### config.mk
export PLATFORM = sky130hd
export DESIGN_NAME = tx_nibble_feeder_flat
export DESIGN_NICKNAME = d
export VERILOG_FILES = /design/src/rtl/tx_nibble_feeder_if.sv /design/src/rtl/tx_nibble_feeder.sv /design/src/flat_wrapper.sv
export SDC_FILE = /design/constraint.sdc
export NUM_CORES = 1
export LEC_CHECK = 0
export BUFFER_PORTS_ARGS = -buffer_cell sky130_fd_sc_hd__clkbuf_2
export CAP_MARGIN = 5
export CORE_ASPECT_RATIO = 0.7
export CORE_MARGIN = 2
export CORE_UTILIZATION = 40
export CTS_CLUSTER_DIAMETER = 120
export DETAILED_ROUTE_END_ITERATION = 10
export HOLD_SLACK_MARGIN = 0.1
export PLACE_DENSITY = 0.67
export SLEW_MARGIN = 20
export SYNTH_ARGS = -nofsm -noshare
export SYNTH_HDL_FRONTEND = slang
export SYNTH_SLANG_ARGS = --single-unit
### constraint.sdc
create_clock -name clk -period 2.55 [get_ports clk]
set_input_delay 0.3825 -clock clk [delete_from_list [all_inputs] [get_ports clk]]
set_output_delay 0.3825 -clock clk [all_outputs]
set_load 0.01 [all_outputs]
### src/rtl/tx_nibble_feeder_if.sv
// Host-side and sender-side signal bundle for tx_nibble_feeder.
// The master modport is the environment (host writer plus the sender's busy line).
interface tx_nibble_feeder_if #(
    parameter int AW = 3
);
    logic          wr_en;
    logic [3:0]    wr_data;
    logic          full;
    logic          empty;
    logic [AW:0]   count;
    logic          overflow;
    logic          tx_busy;
    logic          tx_send;
    logic [3:0]    tx_data;
    logic          retry_err;
    logic [7:0]    frames_sent;

    modport master (
        output wr_en, wr_data, tx_busy,
        input  full, empty, count, overflow, tx_send, tx_data, retry_err, frames_sent
    );

    modport slave (
        input  wr_en, wr_data, tx_busy,
        output full, empty, count, overflow, tx_send, tx_data, retry_err, frames_sent
    );
endinterface

### src/rtl/tx_nibble_feeder.sv
// Nibble FIFO feeding the serial sender: launches one frame at a time and
// retires a nibble only once the sender acknowledges it by raising busy.
module tx_nibble_feeder #(
    parameter int DEPTH   = 8,
    parameter int AW      = 3,
    parameter int TIMEOUT = 4
) (
    input logic clk,
    input logic rst,
    tx_nibble_feeder_if.slave bus
);

    localparam logic [AW:0] DEPTH_C      = (AW + 1)'(DEPTH);
    localparam logic [7:0]  TIMEOUT_LAST = 8'(TIMEOUT - 1);

    typedef enum logic [1:0] {
        IDLE,
        LAUNCH,
        WAIT_ACK,
        WAIT_DONE
    } state_t;

    state_t        state;
    state_t        state_next;

    logic [3:0]    mem [DEPTH];
    logic [AW-1:0] rd_ptr;
    logic [AW-1:0] wr_ptr;
    logic [AW:0]   count_q;
    logic [AW:0]   count_next;
    logic          full_q;
    logic          empty_q;
    logic          overflow_q;

    logic          tx_send_q;
    logic [3:0]    tx_data_q;
    logic          retry_err_q;
    logic [7:0]    frames_q;
    logic [7:0]    timer;

    logic          wr_accept;
    logic          do_launch;
    logic          do_pop;
    logic          do_retry;
    logic          timer_clr;
    logic          timer_inc;

    // Acceptance looks at the registered full flag, so a same-cycle pop cannot rescue a write.
    assign wr_accept = bus.wr_en && !full_q;

    always_comb begin
        state_next = state;
        do_launch  = 1'b0;
        do_pop     = 1'b0;
        do_retry   = 1'b0;
        timer_clr  = 1'b0;
        timer_inc  = 1'b0;
        case (state)
            IDLE: begin
                if (!empty_q && !bus.tx_busy) begin
                    do_launch  = 1'b1;
                    state_next = LAUNCH;
                end
            end
            LAUNCH: begin
                timer_clr  = 1'b1;
                state_next = WAIT_ACK;
            end
            WAIT_ACK: begin
                if (bus.tx_busy) begin
                    do_pop     = 1'b1;
                    state_next = WAIT_DONE;
                end else if (timer == TIMEOUT_LAST) begin
                    do_retry   = 1'b1;
                    state_next = IDLE;
                end else begin
                    timer_inc  = 1'b1;
                end
            end
            WAIT_DONE: begin
                if (!bus.tx_busy) begin
                    state_next = IDLE;
                end
            end
            default: state_next = IDLE;
        endcase
    end

    always_comb begin
        count_next = count_q;
        case ({wr_accept, do_pop})
            2'b10:   count_next = count_q + 1'b1;
            2'b01:   count_next = count_q - 1'b1;
            default: count_next = count_q;
        endcase
    end

    always_ff @(posedge clk or posedge rst) begin
        if (rst) begin
            state <= IDLE;
        end else begin
            state <= state_next;
        end
    end

    always_ff @(posedge clk) begin
        if (wr_accept) begin
            mem[wr_ptr] <= bus.wr_data;
        end
    end

    always_ff @(posedge clk or posedge rst) begin
        if (rst) begin
            rd_ptr     <= '0;
            wr_ptr     <= '0;
            count_q    <= '0;
            full_q     <= 1'b0;
            empty_q    <= 1'b1;
            overflow_q <= 1'b0;
        end else begin
            if (wr_accept) begin
                wr_ptr <= wr_ptr + 1'b1;
            end
            if (do_pop) begin
                rd_ptr <= rd_ptr + 1'b1;
            end
            if (bus.wr_en && full_q) begin
                overflow_q <= 1'b1;
            end
            count_q <= count_next;
            full_q  <= (count_next == DEPTH_C);
            empty_q <= (count_next == '0);
        end
    end

    // tx_data is only reloaded at launch so it stays steady for the whole frame.
    always_ff @(posedge clk or posedge rst) begin
        if (rst) begin
            tx_send_q   <= 1'b0;
            tx_data_q   <= 4'd0;
            retry_err_q <= 1'b0;
            frames_q    <= 8'd0;
            timer       <= 8'd0;
        end else begin
            tx_send_q   <= do_launch;
            retry_err_q <= do_retry;
            if (do_launch) begin
                tx_data_q <= mem[rd_ptr];
            end
            if (do_pop) begin
                frames_q <= frames_q + 8'd1;
            end
            if (timer_clr) begin
                timer <= 8'd0;
            end else if (timer_inc) begin
                timer <= timer + 8'd1;
            end
        end
    end

    assign bus.full        = full_q;
    assign bus.empty       = empty_q;
    assign bus.count       = count_q;
    assign bus.overflow    = overflow_q;
    assign bus.tx_send     = tx_send_q;
    assign bus.tx_data     = tx_data_q;
    assign bus.retry_err   = retry_err_q;
    assign bus.frames_sent = frames_q;

endmodule

### src/flat_wrapper.sv
// flat-port wrapper written by rule: the top's interface ports become plain ports
module tx_nibble_feeder_flat 
#(
    parameter int DEPTH   = 8,
    parameter int AW      = 3,
    parameter int TIMEOUT = 4
)
  (clk, rst, bus_wr_en, bus_wr_data, bus_tx_busy, bus_full, bus_empty, bus_count, bus_overflow, bus_tx_send, bus_tx_data, bus_retry_err, bus_frames_sent);
  tx_nibble_feeder_if #(.AW(AW)) bus_i ();
  input logic clk;
  input logic rst;
  input wire logic [$bits(bus_i.wr_en)-1:0] bus_wr_en;
  input wire logic [$bits(bus_i.wr_data)-1:0] bus_wr_data;
  input wire logic [$bits(bus_i.tx_busy)-1:0] bus_tx_busy;
  output wire logic [$bits(bus_i.full)-1:0] bus_full;
  output wire logic [$bits(bus_i.empty)-1:0] bus_empty;
  output wire logic [$bits(bus_i.count)-1:0] bus_count;
  output wire logic [$bits(bus_i.overflow)-1:0] bus_overflow;
  output wire logic [$bits(bus_i.tx_send)-1:0] bus_tx_send;
  output wire logic [$bits(bus_i.tx_data)-1:0] bus_tx_data;
  output wire logic [$bits(bus_i.retry_err)-1:0] bus_retry_err;
  output wire logic [$bits(bus_i.frames_sent)-1:0] bus_frames_sent;
  assign bus_i.wr_en = bus_wr_en;
  assign bus_i.wr_data = bus_wr_data;
  assign bus_i.tx_busy = bus_tx_busy;
  assign bus_full = bus_i.full;
  assign bus_empty = bus_i.empty;
  assign bus_count = bus_i.count;
  assign bus_overflow = bus_i.overflow;
  assign bus_tx_send = bus_i.tx_send;
  assign bus_tx_data = bus_i.tx_data;
  assign bus_retry_err = bus_i.retry_err;
  assign bus_frames_sent = bus_i.frames_sent;
  tx_nibble_feeder #(.DEPTH(DEPTH), .AW(AW), .TIMEOUT(TIMEOUT)) u_core (.clk(clk), .rst(rst), .bus(bus_i));
endmodule
# --- Word-level counts from Yosys, hierarchy flattened ---
# Memories as Yosys holds them, arrays and structs flattened. A register that Yosys moved wholly into a read port is not among the register bits.
# Index checks and enable logic that the tools add are counted.
totals:
  regBits: 33
  latch_bits: 0
  ramBits: 32
  romBits: 0
  input_bits: 8
  out_inout_bits: 21
  word_cells: 59
  n_memories: 1
classes:
  n_addsub: 6
  multipliers: 0
  div_mod_pow: 0
  magnitude_cmp: 0
  n_eq_ne: 10
  shift: 0
  mux: 21
  bitwise: 0
  n_reduce_logical: 10
memory_table:
  columns: ["memory", "words", "word_bits", "rd", "rd_clocked_by_memory_dff", "wr", "line", "rtl"]
  rows:
  - ["u_core.mem", 8, 4, 1, 1, 1, "tx_nibble_feeder.sv:26", "logic [3:0] mem [DEPTH];"]
op_table:
  columns: ["op", "count"]
  rows:
  - ["8-bit by 1-bit adder with 8-bit output (second input constant)", 2]
  - ["8-bit 2-to-1 mux", 2]
  - ["1-bit 2-to-1 mux", 13]
  - ["8-bit by 2-bit equality test with 1-bit output (second input constant)", 1]
  - ["2-bit 2-to-1 mux", 4]
  - ["2-bit case mux with 4 select lines", 1]
  - ["4-bit case mux with 2 select lines", 1]
  - ["3-bit by 1-bit adder with 3-bit output (second input constant)", 2]
  - ["2-bit equality test (second input constant)", 3]
  - ["4-bit by 1-bit adder with 4-bit output (second input constant)", 1]
  - ["2-bit by 1-bit equality test with 1-bit output (second input constant)", 2]
  - ["4-bit equality test (second input constant)", 1]
  - ["4-bit logical NOT", 1]
  - ["4-bit by 1-bit subtractor with 4-bit output (second input constant)", 1]
  - ["1-bit logical AND", 3]
  - ["1-bit logical NOT", 3]
  - ["3-bit by 2-bit != test with 1-bit output (second input constant)", 1]
  - ["3-bit AND reduction", 1]
  - ["2-bit logical NOT", 1]
  - ["2-bit by 1-bit != test with 1-bit output (second input constant)", 1]
  - ["2-bit != test (second input constant)", 1]
  - ["2-bit nonzero test", 1]

# --- Longest topological paths before layout ---
depth:
  word_depth: 6
  depth_mapped: 9
  mapped_depth_nobuf: 9

# --- Least setup slack after synthesis ---
# OpenSTA, ideal clock, no wires.
synth_path:
  path_kind: "reg2reg"
  startpoint: "reg u_core.full_q (netlist: u_core.bus.full)"
  endpoint: "reg u_core.empty_q (netlist: u_core.bus.empty)"
  setup_ps: 89
  t_arrival_ps: 2258
  t_required_ps: 2461
  slack_ps: 203
  stages_incl_launch_ff: 10
  path_buffers: 0
  period_less_slack_ps: 2347
  cell_sequence: "dfrtp_1 nor2b_1 inv_1 ha_1 xor2_1 ha_1 nor3b_1 nor2_1 a211o_1 a211oi_1"
synth_between:
  elab_chain_cells: 5
  word_cells_on_any_way: 6
  cone_classes: "2 x eq/ne; 1 x mux; 3 x reduce/logical"
synth_rtl:
  columns: ["element", "line", "rtl"]
  rows:
  - ["from (decl)", "tx_nibble_feeder.sv:31", "logic full_q;"]
  - ["from (signal assigned)", "tx_nibble_feeder.sv:131", "full_q <= (count_next == DEPTH_C);"]
  - ["1-bit logical NOT *", "tx_nibble_feeder.sv:49", "assign wr_accept = bus.wr_en && !full_q;"]
  - ["1-bit logical AND *", "tx_nibble_feeder.sv:49", null]
  - ["2-bit by 1-bit equality test with 1-bit output / 2-bit equality test (equally long branches)", "tx_nibble_feeder.sv:91", "case ({wr_accept, do_pop})"]
  - ["4-bit case mux with 2 select lines *", "tx_nibble_feeder.sv:91", null]
  - ["4-bit logical NOT *", "tx_nibble_feeder.sv:132", "empty_q <= (count_next == '0);"]
  - ["to (signal assigned)", "tx_nibble_feeder.sv:132", null]
  - ["to (decl)", "tx_nibble_feeder.sv:32", "logic empty_q;"]
# Mark *: on every way between the ends. The rest lies on a longest branch, timed or not.
# A chain may end at the register's enable or synchronous reset.

# --- Worst setup path after layout ---
# Ends and elaborated chain as after synthesis.

==> results.ini <==
[status]
outcome = finished, final reports clean

[clock_network]
clockRootBuffer = clkbuf_8
clk_pin_slew_worst_paths_ps = 70
cts_tree = built
insertion_delay_ps = 340
cts-resized-gates = 0
h-tree-depth = 3
cts_buffer_depth = 2
cts-buffers-inserted = 9
ctsHoldBuffers = 0
cts_setup_buffers = 0
cts_sinks = 69

[yosys]
async_flop_share = 0.536
synth_fp_nets = 220
syn_area_per_cell_um2 = 14.4
syn_area_um2 = 2960
synth_top_family_by_area = simple AND/OR/NAND/NOR gates
synthXorXnorAreaFrac = 0.0622
yosys.area_share.simple = 0.124
synthFlopType = dfrtp_1
ys_ff_latch = 69
synth-compound-area-share = 0.0390
synth_mux_area_frac = 0.0931
synth_cell_type_count = 39
synth_warnings = 0
synthCells = 205
synthAdderAreaFrac = 0.0296
synth-edff-count = 32
synth-seq-area-share = 0.639

[placed_design]
hpwlAfterDp_um = 3650
port_buffers = 28
placed_area_um2 = 3250
gp_routability_congestion = 0.780

[sta]
final_hold_viol_count = 0
setup_viol = 0
finalSetupTns_ps = 0
min_period_ps = 2260
timing.fmax_mhz = 442
clock_skew_ps = 7.89
slew_headroom = 0.536
period_share = 0.887
slew_violations = 0
tightest_slew_ps = 690
rsz0062_at_grt = no

[cells_and_area]
fillers = 648
syn_to_final_growth_pct = 16.6
design_area_um2 = 3440
n_antenna_cell = 0
nets = 261
utilization = 0.477
drive_above_1_share = 0.263

[detailed_routing]
drt_iter0_drc = 79
routed-via-count = 1705
drc = 0
routed_wl_um = 5150
post_drt_wl_per_cell_um = 14.8
ant_nets = 0
viasPerCell = 4.89
dr.pass1.iters = 4

[critical_path]
crit_path_end_kind = flop
ff2ff_setup_slack_ps = 290
cp_data_required_time_ps = 2800
cp_max_fo = 4
cp.arrival_ps = 2510
rr_worst_depth = 9
path_class = flop to flop
r2r-end = u_core.bus.empty
regToRegStartpoint = u_core.bus.full
start_kind = flop

[global_route]
grt_overflow = 0
antenna_found_initial = 0
grt_pass1_vias = 1691
grt_max_degree = 38
grt_usage = 0.144
grt_pass1_wl_um = 8670

[die]
start_util = 0.409
rows = 26
core_um2 = 7220
dieArea_um2 = 8100
ioPinCount = 29
die_h_um = 75.9
die_w_um = 107

[flow_run]
cap_violations = 0

[min_path]
worst_hold_path_type = input port to async pin

[power]
vdd_ir_drop_max_uv = 496
p_per_area_nw_per_um2 = 1110
leakage_nw = 1.43

[stage by stage]
| step | hold slack, ps | total power [mW] | setup slack [ps] | std cells |
|---|---|---|---|---|
| 2_1_floorplan | 457 | 2.61 | 203 | 205 |
| 3_3_place_gp | 449 | 2.97 | 222 | 333 |
| 3_5_place_dp | 449 | 3.01 | 194 | 333 |
| 4_1_cts | 136 | 3.89 | 271 | 349 |
| 5_1_grt | 182 | 4.11 | 24.8 | 349 |
| 6_report | 128 | 3.83 | 288 | 349 |
[state kept, by name, summed over array words and instances, names as in the netlist, 2 cells and up]
name,flops
u_core.mem,32
u_core.bus.frames_sent,8
u_core.timer,8
u_core.bus.count,4
u_core.bus.tx_data,4
u_core.rd_ptr,3
u_core.wr_ptr,3
u_core.state,2
[area by class of cell]
cell class | count | area (µm²) | area share
multi-input cells | 127 | 1030 | 0.299
well taps | 98 | 123 | 0.0356
clock buffers | 12 | 145 | 0.0421
inverters | 3 | 11.3 | 0.00327
repair buffers | 36 | 200 | 0.0581
flip-flops and latches | 69 | 1890 | 0.548
clock inverters | 4 | 47.5 | 0.0138
[kinds of logic (layout without fill, tap and decap cells)]
kind of cell	count (synthesis)	after routing
flops	69	69
fa+ha+maj	7	7
buf+inv	9	55
simple gates	65	65
xor+xnor	21	21
mux	17	17
compound gates	17	17
[worst max path at each step]
| stage | from | to | slack (ps) |
|---|---|---|---|
| after floorplan | u_core.bus.full | u_core.bus.empty | 200 |
| after global placement | bus_wr_en | u_core.bus.empty | 220 |
| after detailed placement | bus_wr_en | u_core.bus.empty | 190 |
| after CTS | u_core.bus.full | u_core.bus.empty | 270 |
| after global routing | u_core.bus.full | u_core.bus.empty | 20 |
| final | u_core.bus.full | u_core.bus.empty | 290 |
[Yosys cell counts, types with 2 or more instances]
cell      instances  share of area
nor2b_1           2         0.0042
a21o_1            3         0.0076
nor3_1            4         0.0068
a21oi_1           7          0.012
xnor2_1          11          0.033
inv_1             3         0.0038
dfrtp_1          36           0.30
mux4_2            8          0.061
and3b_1           2         0.0059
nor2_1           18          0.023
nand4_1           9          0.019
mux2_2            4          0.015
nor3b_1           3         0.0076
edfxtp_1         32           0.33
and3_1            5          0.011
nand2b_1          4         0.0085
xor2_1           10          0.030
clkbuf_1          2         0.0025
nand3_1           2         0.0034
a211o_1           2         0.0059
ha_1              7          0.030
buf_2             3         0.0051
mux2i_1           5          0.017
nand2_1           8          0.010
[report_power, final]
part           internal, mW  switching, mW  total [mW]  leakage [nW]
Clock                 0.476          0.386       0.862        0.0964
Sequential             1.47          0.320        1.79         0.752
Combinational         0.620          0.561        1.18         0.578
Total                  2.57           1.27        3.83          1.43
[critical path, cell delays in order, from the launching register on]
cell and delay [ps]:
dfrtp_1 400, nor2b_1 150, inv_1 80, ha_1 250, xor2_1 180, ha_1 290
nor3b_1 230, nor2_1 80, a211o_1 280, a211oi_1 220
[cells in the final DEF (no fill, tap or decap), types with 3 or more instances in the layout]
cell,instances
xnor2_1,11
nand4_1,9
and3_1,5
mux2i_1,5
mux4_2,8
ha_1,7
nor2_1,18
nand2b_1,4
edfxtp_1,32
xor2_1,10
nor3b_1,3
mux2_2,4
clkbuf_2,28
a21o_1,3
nand2_1,8
nor3_1,4
clkbuf_8,10
a21oi_1,7
buf_4,8
inv_1,3
dfrtp_1,36
[per-layer routing]
metal  wire, µm  up-vias  global-route usage
li1           -      834                   -
met1       2590      831               0.197
met2       2250       31               0.204
met3        220        9              0.0602
met4         89        0              0.0545
met5          0        -                   0
Note: power is estimated with default switching activity, not from simulation.
